===== src/rtl/fp_addsub_unit.sv =====
// Multi-cycle floating-point add/subtract unit: IDLE -> ALIGN -> ADD -> NORM.
// Round to nearest even, subnormals supported, canonical quiet NaN output.
module fp_addsub_unit #(
  parameter int unsigned EXP_W = 8,
  parameter int unsigned MAN_W = 23,
  parameter int unsigned TAG_W = 4
) (
  input  logic                   CLK,
  input  logic                   Reset,
  input  logic                   Start,
  input  logic                   Sub,
  input  logic [TAG_W-1:0]       Tag,
  input  logic [EXP_W+MAN_W:0]   Operand1,
  input  logic [EXP_W+MAN_W:0]   Operand2,
  output logic [EXP_W+MAN_W:0]   Result,
  output logic [TAG_W-1:0]       ResultTag,
  output logic [2:0]             Flags,
  output logic                   Busy,
  output logic                   Done
);

  localparam int unsigned W       = 1 + EXP_W + MAN_W;
  localparam int unsigned SIG_W   = MAN_W + 1;
  localparam int unsigned EXT_W   = SIG_W + 3;
  localparam int unsigned SUM_W   = EXT_W + 1;
  localparam int unsigned XE_W    = EXP_W + 1;
  localparam int unsigned LZ_W    = $clog2(EXT_W + 1);
  localparam int unsigned EXP_MAX = (1 << EXP_W) - 1;

  localparam logic [W-1:0] QNAN = {1'b0, {EXP_W{1'b1}}, 1'b1, {(MAN_W-1){1'b0}}};

  typedef enum logic [1:0] {S_IDLE, S_ALIGN, S_ADD, S_NORM} state_t;

  state_t             state;
  logic [W-1:0]       op_a, op_b;
  logic               sub_q;
  logic [TAG_W-1:0]   tag_q;

  logic               al_sign, al_sub;
  logic [EXP_W-1:0]   al_exp;
  logic [EXT_W-1:0]   al_big, al_small;
  logic               sp_valid, sp_inv;
  logic [W-1:0]       sp_res;

  logic [SUM_W-1:0]   ad_sum;
  logic               ad_sign;

  // Unpack the captured operands; Operand2 sign flips for subtraction
  logic               a_sign, b_sign;
  logic [EXP_W-1:0]   a_exp, b_exp, a_xe, b_xe;
  logic [MAN_W-1:0]   a_frac, b_frac;
  logic [SIG_W-1:0]   a_sig, b_sig;
  logic               a_nan, b_nan, a_inf, b_inf, a_ge;

  assign a_sign = op_a[W-1];
  assign b_sign = op_b[W-1] ^ sub_q;
  assign a_exp  = op_a[W-2:MAN_W];
  assign b_exp  = op_b[W-2:MAN_W];
  assign a_frac = op_a[MAN_W-1:0];
  assign b_frac = op_b[MAN_W-1:0];
  assign a_xe   = (a_exp == '0) ? EXP_W'(1) : a_exp;
  assign b_xe   = (b_exp == '0) ? EXP_W'(1) : b_exp;
  assign a_sig  = {(a_exp != '0), a_frac};
  assign b_sig  = {(b_exp != '0), b_frac};
  assign a_nan  = (a_exp == '1) && (a_frac != '0);
  assign b_nan  = (b_exp == '1) && (b_frac != '0);
  assign a_inf  = (a_exp == '1) && (a_frac == '0);
  assign b_inf  = (b_exp == '1) && (b_frac == '0);
  assign a_ge   = (op_a[W-2:0] >= op_b[W-2:0]);

  // ALIGN: order by magnitude, shift the smaller significand with guard/round/sticky
  logic               nx_sign;
  logic [EXP_W-1:0]   nx_exp, s_exp, e_diff;
  logic [SIG_W-1:0]   l_sig, s_sig;
  logic [SIG_W+1:0]   s_tmp, s_top, s_lost;
  logic               nx_sp_valid, nx_sp_inv;
  logic [W-1:0]       nx_sp_res;

  always_comb begin
    nx_sign     = a_ge ? a_sign : b_sign;
    nx_exp      = a_ge ? a_xe   : b_xe;
    s_exp       = a_ge ? b_xe   : a_xe;
    l_sig       = a_ge ? a_sig  : b_sig;
    s_sig       = a_ge ? b_sig  : a_sig;
    e_diff      = nx_exp - s_exp;
    s_tmp       = {s_sig, 2'b00};
    s_top       = s_tmp >> e_diff;
    s_lost      = s_tmp & ~({(SIG_W+2){1'b1}} << e_diff);
    nx_sp_valid = a_nan | b_nan | a_inf | b_inf;
    nx_sp_inv   = 1'b0;
    nx_sp_res   = QNAN;
    if (a_nan || b_nan) begin
      nx_sp_res = QNAN;
    end else if (a_inf && b_inf && (a_sign != b_sign)) begin
      nx_sp_res = QNAN;
      nx_sp_inv = 1'b1;
    end else if (a_inf) begin
      nx_sp_res = {a_sign, {EXP_W{1'b1}}, {MAN_W{1'b0}}};
    end else if (b_inf) begin
      nx_sp_res = {b_sign, {EXP_W{1'b1}}, {MAN_W{1'b0}}};
    end
  end

  // ADD: magnitude add or subtract; exact cancellation yields +0
  logic [SUM_W-1:0]   nx_sum;
  logic               nx_sum_sign;

  always_comb begin
    if (al_sub) nx_sum = {1'b0, al_big} - {1'b0, al_small};
    else        nx_sum = {1'b0, al_big} + {1'b0, al_small};
    nx_sum_sign = (al_sub && (nx_sum == '0)) ? 1'b0 : al_sign;
  end

  // NORM: leading-zero count of the non-carry sum
  logic [LZ_W-1:0]    lzc;

  always_comb begin
    lzc = LZ_W'(EXT_W);
    for (int i = 0; i < EXT_W; i++) begin
      if (ad_sum[i]) lzc = LZ_W'(EXT_W - 1 - i);
    end
  end

  // NORM: normalise, round to nearest even, encode specials and overflow
  logic [EXT_W-1:0]   nm_sig;
  logic [XE_W-1:0]    nm_exp, e_room, e_fin;
  int unsigned        sh;
  logic               rnd_up, inexact;
  logic [SIG_W:0]     rnd;
  logic [MAN_W-1:0]   frac_fin;
  logic [W-1:0]       nx_res;
  logic [2:0]         nx_flags;

  always_comb begin
    e_room   = {1'b0, al_exp} - XE_W'(1);
    sh       = 0;
    nm_sig   = ad_sum[EXT_W-1:0];
    nm_exp   = {1'b0, al_exp};
    if (ad_sum[EXT_W]) begin
      nm_sig = {ad_sum[EXT_W:2], ad_sum[1] | ad_sum[0]};
      nm_exp = {1'b0, al_exp} + XE_W'(1);
    end else begin
      sh     = (32'(lzc) < 32'(e_room)) ? 32'(lzc) : 32'(e_room);
      nm_sig = ad_sum[EXT_W-1:0] << sh;
      nm_exp = {1'b0, al_exp} - XE_W'(sh);
    end
    inexact = nm_sig[2] | nm_sig[1] | nm_sig[0];
    rnd_up  = nm_sig[2] & (nm_sig[1] | nm_sig[0] | nm_sig[3]);
    rnd     = {1'b0, nm_sig[EXT_W-1:3]} + (SIG_W+1)'(rnd_up);
    if (rnd[SIG_W]) begin
      e_fin    = nm_exp + XE_W'(1);
      frac_fin = rnd[MAN_W:1];
    end else if (rnd[SIG_W-1]) begin
      e_fin    = nm_exp;
      frac_fin = rnd[MAN_W-1:0];
    end else begin
      e_fin    = '0;
      frac_fin = rnd[MAN_W-1:0];
    end
    if (e_fin >= XE_W'(EXP_MAX)) begin
      nx_res   = {ad_sign, {EXP_W{1'b1}}, {MAN_W{1'b0}}};
      nx_flags = 3'b011;
    end else begin
      nx_res   = {ad_sign, e_fin[EXP_W-1:0], frac_fin};
      nx_flags = {2'b00, inexact};
    end
    if (sp_valid) begin
      nx_res   = sp_res;
      nx_flags = {sp_inv, 2'b00};
    end
  end

  // Busy reflects a request being accepted in IDLE, otherwise occupancy
  assign Busy = (state == S_IDLE) ? Start : 1'b1;

  // Sequencer, operand capture, stage registers and registered outputs
  always_ff @(posedge CLK or posedge Reset) begin
    if (Reset) begin
      state     <= S_IDLE;
      op_a      <= '0;
      op_b      <= '0;
      sub_q     <= 1'b0;
      tag_q     <= '0;
      al_sign   <= 1'b0;
      al_sub    <= 1'b0;
      al_exp    <= '0;
      al_big    <= '0;
      al_small  <= '0;
      sp_valid  <= 1'b0;
      sp_inv    <= 1'b0;
      sp_res    <= '0;
      ad_sum    <= '0;
      ad_sign   <= 1'b0;
      Result    <= '0;
      ResultTag <= '0;
      Flags     <= '0;
      Done      <= 1'b0;
    end else begin
      Done <= (state == S_NORM);
      case (state)
        S_IDLE: begin
          if (Start) begin
            op_a  <= Operand1;
            op_b  <= Operand2;
            sub_q <= Sub;
            tag_q <= Tag;
            state <= S_ALIGN;
          end
        end
        S_ALIGN: begin
          al_sign  <= nx_sign;
          al_sub   <= a_sign ^ b_sign;
          al_exp   <= nx_exp;
          al_big   <= {l_sig, 3'b000};
          al_small <= {s_top, |s_lost};
          sp_valid <= nx_sp_valid;
          sp_inv   <= nx_sp_inv;
          sp_res   <= nx_sp_res;
          state    <= S_ADD;
        end
        S_ADD: begin
          ad_sum  <= nx_sum;
          ad_sign <= nx_sum_sign;
          state   <= S_NORM;
        end
        S_NORM: begin
          Result    <= nx_res;
          ResultTag <= tag_q;
          Flags     <= nx_flags;
          state     <= S_IDLE;
        end
        default: state <= S_IDLE;
      endcase
    end
  end

endmodule


===== config.mk =====
export PLATFORM = sky130hd
export DESIGN_NAME = fp_addsub_unit
export DESIGN_NICKNAME = d
export VERILOG_FILES = /design/src/rtl/fp_addsub_unit.sv
export SDC_FILE = /design/constraint.sdc
export NUM_CORES = 1
export LEC_CHECK = 0
export ABC_AREA = 1
export ABC_CLOCK_PERIOD_IN_PS = 11600
export CAP_MARGIN = 5
export CORE_MARGIN = 2
export CORE_UTILIZATION = 40
export CTS_CLUSTER_DIAMETER = 30
export CTS_CLUSTER_SIZE = 10
export DETAILED_ROUTE_END_ITERATION = 7
export GPL_TIMING_DRIVEN = 1
export MAX_ROUTING_LAYER = met4
export PLACE_DENSITY_LB_ADDON = 0.12
export SLEW_MARGIN = 20
export SYNTH_ARGS = -nofsm -noshare
export SYNTH_HDL_FRONTEND = slang
export SYNTH_SLANG_ARGS = --single-unit

===== constraint.sdc =====
create_clock -name CLK -period 11.6 [get_ports CLK]
set_input_delay 2.32 -clock CLK [delete_from_list [all_inputs] [get_ports CLK]]
set_output_delay 2.32 -clock CLK [all_outputs]
set_load 0.01 [all_outputs]

; After elaboration in Yosys (flattened, before gate mapping)
; Index checks and enable logic that the tools add are counted.
[totals]
latch_bits = 0
ram_bits = 0
register_bits = 235
memories = 0
romBits = 0
[op_classes]
reduce_logical = 20
eq_ne = 7
n_div = 0
n_bitwise = 13
magnitude_cmp = 3
muxes = 55
n_mul = 0
n_addsub = 8
shift = 3
[op_table]
columns = cell, count
row1 = 2-to-1 mux 32 bit, 5
row2 = 2-to-1 mux 5 bit, 26
row3 = 2-to-1 mux 24 bit, 2
row4 = logical NOT 23 bit, 2
row5 = nonzero test 23 bit, 2
row6 = 2-to-1 mux 9 bit, 4
row7 = 2-to-1 mux 8 bit, 4
row8 = greater-or-equal comparator 31 bit, 1
row9 = 2-to-1 mux 31 bit, 1
row10 = adder 27 x 27 -> 28 bit, 1
row11 = logical NOT 28 bit, 1
row12 = 2-to-1 mux 28 bit, 1
row13 = subtractor 27 x 27 -> 28 bit, 1
row14 = 2-to-1 mux 27 bit, 1
row15 = left shift 27 x 9 -> 27 bit, 1
row16 = bitwise AND 26 bit, 1
row17 = inverter 26 bit, 1
row18 = OR reduction 26 bit, 1
row19 = "left shift 26 x 8 -> 26 bit, first input constant", 1
row20 = >> shifter 26 x 8 -> 26 bit, 1
row21 = adder 24 x 1 -> 25 bit, 1
row22 = 2-to-1 mux 23 bit, 1
row23 = "equality test 8 bit, second input constant", 2
row24 = logical NOT 8 bit, 2
row25 = 23 further kinds, 45

; Depth between registers and ports, before layout
; Gate-level depths: netlist (run 1).
[logic_depth]
word_depth = 40
depth_mapped = 60

; Worst setup path after synthesis (run 1)
; OpenSTA, ideal clock, no wires.
[synth_timing]
path_kind = register -> register
start = register op_b[2]
end = register al_small[0]
required_time_ns = 11.448
arrival_ns = 5.688
setup_time_ns = 0.152
path_buffers = 5
path_stages_with_launch = 41
slack_ns = 5.760
cell_sequence = dfrtp_1 inv_1 ha_1 nand2_1 o21ai_0 a21oi_1 o21bai_1 nand3_1 a21oi_1 nor2_1 o221ai_1 nand3_1 nand3_1 clkbuf_1 clkbuf_1 clkbuf_1 clkbuf_1 nand2_1 [5 not listed] inv_1 o21ai_0 nand2_1 a21oi_1 o21ai_0 xnor2_1 nand3_1 clkbuf_1 nor2_1 inv_1 nor2_1 inv_1 nor2_1 o22ai_1 nor4_1 nor2_1 a2111oi_0 a41oi_1
[synth_via]
elab_chain_cells = 7
[synth_lines]
columns = element, line_no
row1 = from (decl), 35  ; logic [W-1:0] op_a, op_b;
row2 = from (signal assigned), 204  ; op_b <= Operand2;
row3 = greater-or-equal comparator 31 bit, 69  ; assign a_ge = (op_a[W-2:0] >= op_b[W-2:0]);
row4 = 2-to-1 mux 8 bit (on tied branches), "81, 82"
row5 = subtractor 8 bit, 85  ; e_diff = nx_exp - s_exp;
row6 = left shift 26 x 8 -> 26 bit, 88  ; s_lost = s_tmp & ~({(SIG_W+2){1'b1}} << e_diff);
row7 = inverter 26 bit, 88
row8 = bitwise AND 26 bit (*), 88
row9 = OR reduction 26 bit (*), 215  ; al_small <= {s_top, |s_lost};
row10 = to (signal assigned), 215
row11 = to (decl), 41  ; logic [EXT_W-1:0] al_big, al_small;
; Every way passes the cells marked *; elsewhere a longest branch is shown, timed or not.
; A chain may end at the register's enable or synchronous reset.

; Worst setup path in the final report (run 1)
[layout_timing]
start = register op_b[2]
end = register al_small[2]
[layout_via]
elab_chain_cells = 4
[layout_lines]
columns = element, line_no
row1 = greater-or-equal comparator 31 bit, 69
row2 = 2-to-1 mux 8 bit (on tied branches), "81, 82"
row3 = subtractor 8 bit, 85
row4 = >> shifter 26 x 8 -> 26 bit (*), 87  ; s_top = s_tmp >> e_diff;
; Marks and branches as above.

==> run summary, run 1 <==
postcts setup bufs: 0
Initial DRC Count: 1482
cell depth of the worst setup path: 34
critical path's top delay family: compound AO/OA/AOI/OAI gates
critical path buffer and inverter count: 4
first-pass detailed-route iteration total: 7
Final Critical Period: 7.110 ns
Die Ht: 210.8 um
Via density: 5.423
final non-filler cell total: 3196
area share of the largest cell type after synthesis: 0.3012
Yosys top cell by area: dfrtp_1
final hold vios: 0
die area: 44450 um2
Synthesized Nets: 2714
worst reg-to-reg path cell count: 34
routed via count: 17330
most common cell in the netlist: nand2_1
most frequent cells after synthesis: nand2_1 (699), o21ai_0 (245), inv_1 (243)
Slew @ Worst Pin: 1.018 ns
Mapped Area: 17110 um2
initial core utilization: 0.4071
data arrival time of the worst path: 7.57 ns
Routed WL: 56.27 mm
# setup viols final: 0
Cell Count Post-Placement: 3084
drc violations: 0
GPL Wtd Cong: 0.9478
worst min path class: flip-flop to flip-flop
Syn Area/Cell: 6.764 um2
sequential fraction of the synthesis area: 0.3012
Sink Count: 206
Max-Cap Viols: 0
layout cells sized above 1: 0.08355
Routed Antenna Nets: 0
Worst setup SP type: flip-flop
Area contributors post-synth: dfrtp_1 (30%), nand2_1 (15%), ha_1 (8.0%), o21ai_0 (7.2%), nand3_1 (6.9%)
Worst path max stage delay: 0.75 ns
Core Region: 42040 um2
n_diodes: 0
worst setup path class: flip-flop to flip-flop
H-tree depth: 2
dpl hpwl: 42.35 mm
placement row count: 75
Mapped Cells: 2530
initial antenna violation count: 0
Ys Warns: 0
Synth Flop Type: dfrtp_1
cts bufs inserted: 59
all-layer global routing usage: 0.2649
CTS Root Buffer Type: clkbuf_16
critical path endpoint category: flip-flop
layout net count: 2790
Slew HR: 0.3193
CP max-delay cell: nand3_1
vias in the first global route: 16870
port buffer count: 112
GR Overflow Total: 0
Worst EP required: 12.06 ns
Hold Buf Count CTS: 0
boundary pin count: 113
highest net fanout along the worst path: 40
number of synthesized flops with an enable pin: 0
fin crit share: 0.6130
final max-slew violation count: 0
CTS tree: built
clk buf depth: 3
WL/cell: 17.61 um
worst hold path depth: 2
outcome: finished, final reports clean
# resized after CTS: 0
Distinct cells, synth: 62
Die Wd: 210.8 um
critical path's most frequent cell: o21ai_0
clk slew on worst S/H paths: 0.05 ns
RSZ-0062 raised after global routing: no
worst skew pair latency: 0.63 ns
post-synthesis register bit count: 206
fmax: 0.1406 GHz
global-route wire length before repair: 91.30 mm
Worst Skew: 0.02158 ns
area delta synth->final: 21.45%
Fin Setup TNS: 0 ns
pin count of the biggest net entering global routing: 103
Async S/R FF share, synth: 1.000
==> kinds of logic (layout without fill, tap and decap cells) <==
kind of cell	Yosys count	after routing	synth area share
and+or+nand+nor	1241	1241	0.3144
AOI/OAI and AO/OA	528	528	0.1715
DFF	206	206	0.3012
buffers and inverters	367	494	0.08884
muxes	17	17	0.01060
xor gates and xnor gates	59	59	0.03020
adders and majority gates	112	112	0.08321
==> sequential cells by signal (all words and copies together) (netlist names), 4 cells and up <==
register and cells:
op_b 32, ad_sum 28, al_big 24, al_exp 8, Result 32, op_a 32
al_small 27, tag_q 4, ResultTag 4
==> path summary, 6_finish.rpt <==
| check | startpoint | end | slack, ns |
|---|---|---|---|
| max | op_b[2]$_DFFE_PP0P_ | al_small[2]$_DFFE_PP0N_ | 4.49 |
| min | tag_q[2]$_DFFE_PP0P_ | ResultTag[2]$_DFFE_PP0P_ | 0.47 |
| max reg2reg | op_b[2]$_DFFE_PP0P_ | al_small[2]$_DFFE_PP0N_ | 4.49 |
| min reg2reg | tag_q[2]$_DFFE_PP0P_ | ResultTag[2]$_DFFE_PP0P_ | 0.47 |
| max in group asynchronous | Reset | al_small[17]$_DFFE_PP0N_ | 7.95 |
| min in group asynchronous | Reset | al_small[7]$_DFFE_PP0N_ | 2.20 |
==> placed cells by master (no fill, tap or decap), types with 6 or more instances in the layout <==
cell type | netlist | layout
nand3_2 | 8 | 8
o21ai_0 | 245 | 245
o22ai_1 | 12 | 12
nor4_1 | 24 | 24
mux2i_1 | 8 | 8
clkbuf_16 | 0 | 59
o211ai_1 | 6 | 6
or2_2 | 10 | 10
xor2_1 | 45 | 45
nand2_1 | 699 | 698
o32ai_1 | 9 | 9
nand2_2 | 14 | 14
nand3_1 | 236 | 235
a31oi_1 | 6 | 6
xnor2_1 | 14 | 14
ha_1 | 109 | 109
nand4_1 | 39 | 39
bufinv_16 | 0 | 14
dfrtp_1 | 206 | 206
clkinvlp_4 | 0 | 7
mux2_2 | 9 | 9
nor3_1 | 19 | 19
clkdlybuf4s50_1 | 0 | 112
a21oi_1 | 189 | 189
clkbuf_8 | 0 | 12
inv_2 | 6 | 7
buf_4 | 7 | 17
inv_1 | 243 | 241
nor2_1 | 167 | 167
o21ai_2 | 21 | 21
clkinv_2 | 0 | 12
==> worst register-to-register path: cells and delay by family (launching register included) <==
family                   cells  cell delay, ns
AO/OA/AOI/OAI               15            2.59
buffers and inverters        4            0.78
XOR/XNOR                     1            0.14
flip-flops                   1            0.36
adder cells (fa/ha/maj)      3            0.85
AND/OR/NAND/NOR             11            2.25
==> routing by layer <==
metal  vias to the layer above  wire length [um]  track usage  part of all wire
met5                         -                 0            -                 0
met4                         0              1551      0.08815             0.028
met3                        99              2980      0.03256             0.053
met2                       486             24050       0.3955              0.43
met1                      8150             27690       0.3722              0.49
li1                       8598                 -            -                 -
==> metrics by stage <==
stage	worst slack (ns)	instance area [um2]	util	hold WS [ns]
2_1_floorplan	3.656	17110	-	0.4364
3_3_place_gp	4.551	18500	0.4399	0.4513
3_5_place_dp	4.526	18500	0.4399	0.4588
4_1_cts	4.510	20780	0.4944	0.4716
5_1_grt	3.617	20780	0.4944	0.4820
6_report	4.490	20780	0.4944	0.4682
==> final cells by class <==
| class | instances | area [um2] |
|---|---|---|
| Tap cell | 539 | 674.4 |
| Multi-Input combinational cell | 1957 | 10460 |
| Clock buffer | 73 | 1649 |
| Sequential cell | 206 | 5155 |
| Fill cell | 4369 | 21260 |
| Clock inverter | 39 | 639.4 |
| Timing Repair Buffer | 129 | 1249 |
| Inverter | 253 | 959.7 |
Power of run 1 is not shown: default switching activity piles up to over one toggle a cycle in this logic, so the estimate is an artifact.
==> run 2, diff against run 1 <==
ABC_CLOCK_PERIOD_IN_PS = 6330   (was 11600)
clock period = 6.33 ns   (was 11.6 ns; I/O delays follow)
==> run 2 against run 1 <==
Effect of this change: sequential share of layout area fell by 0.41 points; die area did not move; non-clock buffer count rose by 44; register-to-register slack got worse by 4.0 ns; first-iteration DRC count fell by 23%; critical path depth fell by 2; critical path type unchanged; highest routed layer unchanged.
==> run summary, run 2 (same netlist as run 1, synthesis figures left out) <==
critical path endpoint category: flip-flop
worst skew pair latency: 0.61 ns (-0.02 ns)
Worst path max stage delay: 0.53 ns (-0.22 ns)
final hold vios: 0 (unchanged)
crit path from: ad_sum[23]$_DFFE_PP0P_
layout net count: 2837 (+1.7%)
Via density: 5.358 (-1.2%)
GR Overflow Total: 0 (unchanged)
placement row count: 75 (unchanged)
Fin Setup TNS: 0 ns (unchanged)
fmax: 0.1712 GHz (+22%)
Max-Cap Viols: 0 (unchanged)
layout cells sized above 1: 0.1020 (+0.01848)
first-pass detailed-route iteration total: 6 (-1)
Reg-to-Reg Start: ad_sum[23]$_DFFE_PP0P_
initial core utilization: 0.4071 (unchanged)
# setup viols final: 0 (unchanged)
Slew HR: 0.3697 (+0.05038)
global-route wire length before repair: 94.50 mm (+3.5%)
Worst Setup EP: Result[9]$_DFFE_PP0P_
most frequent cells in the layout: nand2_1 (696), o21ai_0 (240), inv_1 (240)
worst min path class: flip-flop to flip-flop
dpl hpwl: 45.36 mm (+7.1%)
GPL Wtd Cong: 0.9203 (-2.9%)
clk slew on worst S/H paths: 0.05 ns (about the same)
CP max-delay cell: nor3_1
all-layer global routing usage: 0.2775 (+0.01257)
Initial DRC Count: 1141 (-23%)
Worst setup SP type: flip-flop
Slew @ Worst Pin: 0.9355 ns (-0.08261 ns)
biggest regs: Result x32, op_a x32, op_b x32
Worst EP required: 6.82 ns (-5.24 ns)
Routed WL: 58.90 mm (+4.7%)
CTS Root Buffer Type: clkbuf_16
CTS tree: built
Routed Antenna Nets: 0 (unchanged)
highest net fanout along the worst path: 34 (-15%)
Die Ht: 210.8 um (unchanged)
worst reg-to-reg path cell count: 32 (-5.9%)
RSZ-0062 raised after global routing: no
Final Critical Period: 5.840 ns (-1.271 ns)
pin count of the biggest net entering global routing: 138 (+34%)
outcome: finished, final reports clean
Worst Skew: 0.02182 ns (+0.0002360 ns)
most common cell after layout, fill and taps aside: nand2_1
worst reg2reg setup slack: 0.49 ns (-4.00 ns)
port buffer count: 112 (unchanged)
die area: 44450 um2 (unchanged)
worst setup path class: flip-flop to flip-flop
vias in the first global route: 17230 (+2.1%)
cts bufs inserted: 61 (+3.4%)
critical path's most frequent cell: nand2_1
data arrival time of the worst path: 6.32 ns (-1.25 ns)
area delta synth->final: 23.54%
Core Region: 42040 um2 (unchanged)
routed via count: 17390 (+0.31%)
drc violations: 0 (unchanged)
Sink Count: 206 (unchanged)
fin crit share: 0.9225 (+0.3096)
boundary pin count: 113 (unchanged)
Die Wd: 210.8 um (unchanged)
final max-slew violation count: 0 (unchanged)
clk buf depth: 3 (unchanged)
H-tree depth: 2 (unchanged)
Cell Count Post-Placement: 3122 (+1.2%)
WL/cell: 18.15 um (+3.1%)
initial antenna violation count: 1 (+1)
final non-filler cell total: 3245 (+1.5%)
worst r2r dst: Result[9]$_DFFE_PP0P_
## run 2: worst max-delay path, delay by kind of cell, from the launching register on
family	cells	cell delay, ns
buffers and inverters	5	0.63
AOI/OAI and AO/OA	9	1.40
adders and majority gates	2	0.64
and+or+nand+nor	14	2.33
xor gates and xnor gates	2	0.29
DFF	1	0.41
## run 2: worst min-delay path by stage
stage	start	cells after the start	end	slack, ns
after global placement	tag_q[0]$_DFFE_PP0P_	2	ResultTag[0]$_DFFE_PP0P_	0.45
after CTS	sp_res[30]$_DFFE_PP0N_	1	sp_res[30]$_DFFE_PP0N_	0.47
after global routing	sp_res[30]$_DFFE_PP0N_	1	sp_res[30]$_DFFE_PP0N_	0.48
final	sp_res[30]$_DFFE_PP0N_	1	sp_res[30]$_DFFE_PP0N_	0.47
after detailed placement	sp_res[30]$_DFFE_PP0N_	1	sp_res[30]$_DFFE_PP0N_	0.45
after floorplan	sp_res[30]$_DFFE_PP0N_	1	sp_res[30]$_DFFE_PP0N_	0.44
## run 2: timing repair
action	4_1_cts	5_1_grt
gates cloned	0	1
hold buffers	0	0
hold endpoints to repair	0	0
resized for setup	0	26
setup endpoints to repair	4	34
pin swaps	1	7
setup buffers	2	4
## run 2: metrics by stage
stage | cell area (um2) | utilization | setup slack, ns | hold WS [ns]
4_1_cts | 21010 | 0.4999 | 0.08097 | 0.4660
3_5_place_dp | 18840 | 0.4481 | 0.01404 | 0.4515
3_3_place_gp | 18840 | 0.4481 | 0.1809 | 0.4526
6_report | 21140 | 0.5029 | 0.4904 | 0.4687
5_1_grt | 21140 | 0.5029 | 0.01361 | 0.4766
2_1_floorplan | 17120 | - | 0.4902 | 0.4364
## run 2: metal layers
metal,vias to the layer above,routed length [um],GRT usage
met2,477,25480,0.4156
met4,0,1578,0.08839
met3,93,3548,0.04654
li1,8713,-,-
met5,-,0,-
met1,8104,28290,0.3822
## run 2: cell type report
type,instances,area [um2]
Antenna cell,1,2.502
Clock buffer,79,1674
Clock inverter,36,485.5
Fill cell,4332,20900
Inverter,253,958.4
Multi-Input combinational cell,1958,10540
Sequential cell,206,5156
Tap cell,539,674.4
Timing Repair Buffer,173,1649
Power of run 2 is left out for the same reason.
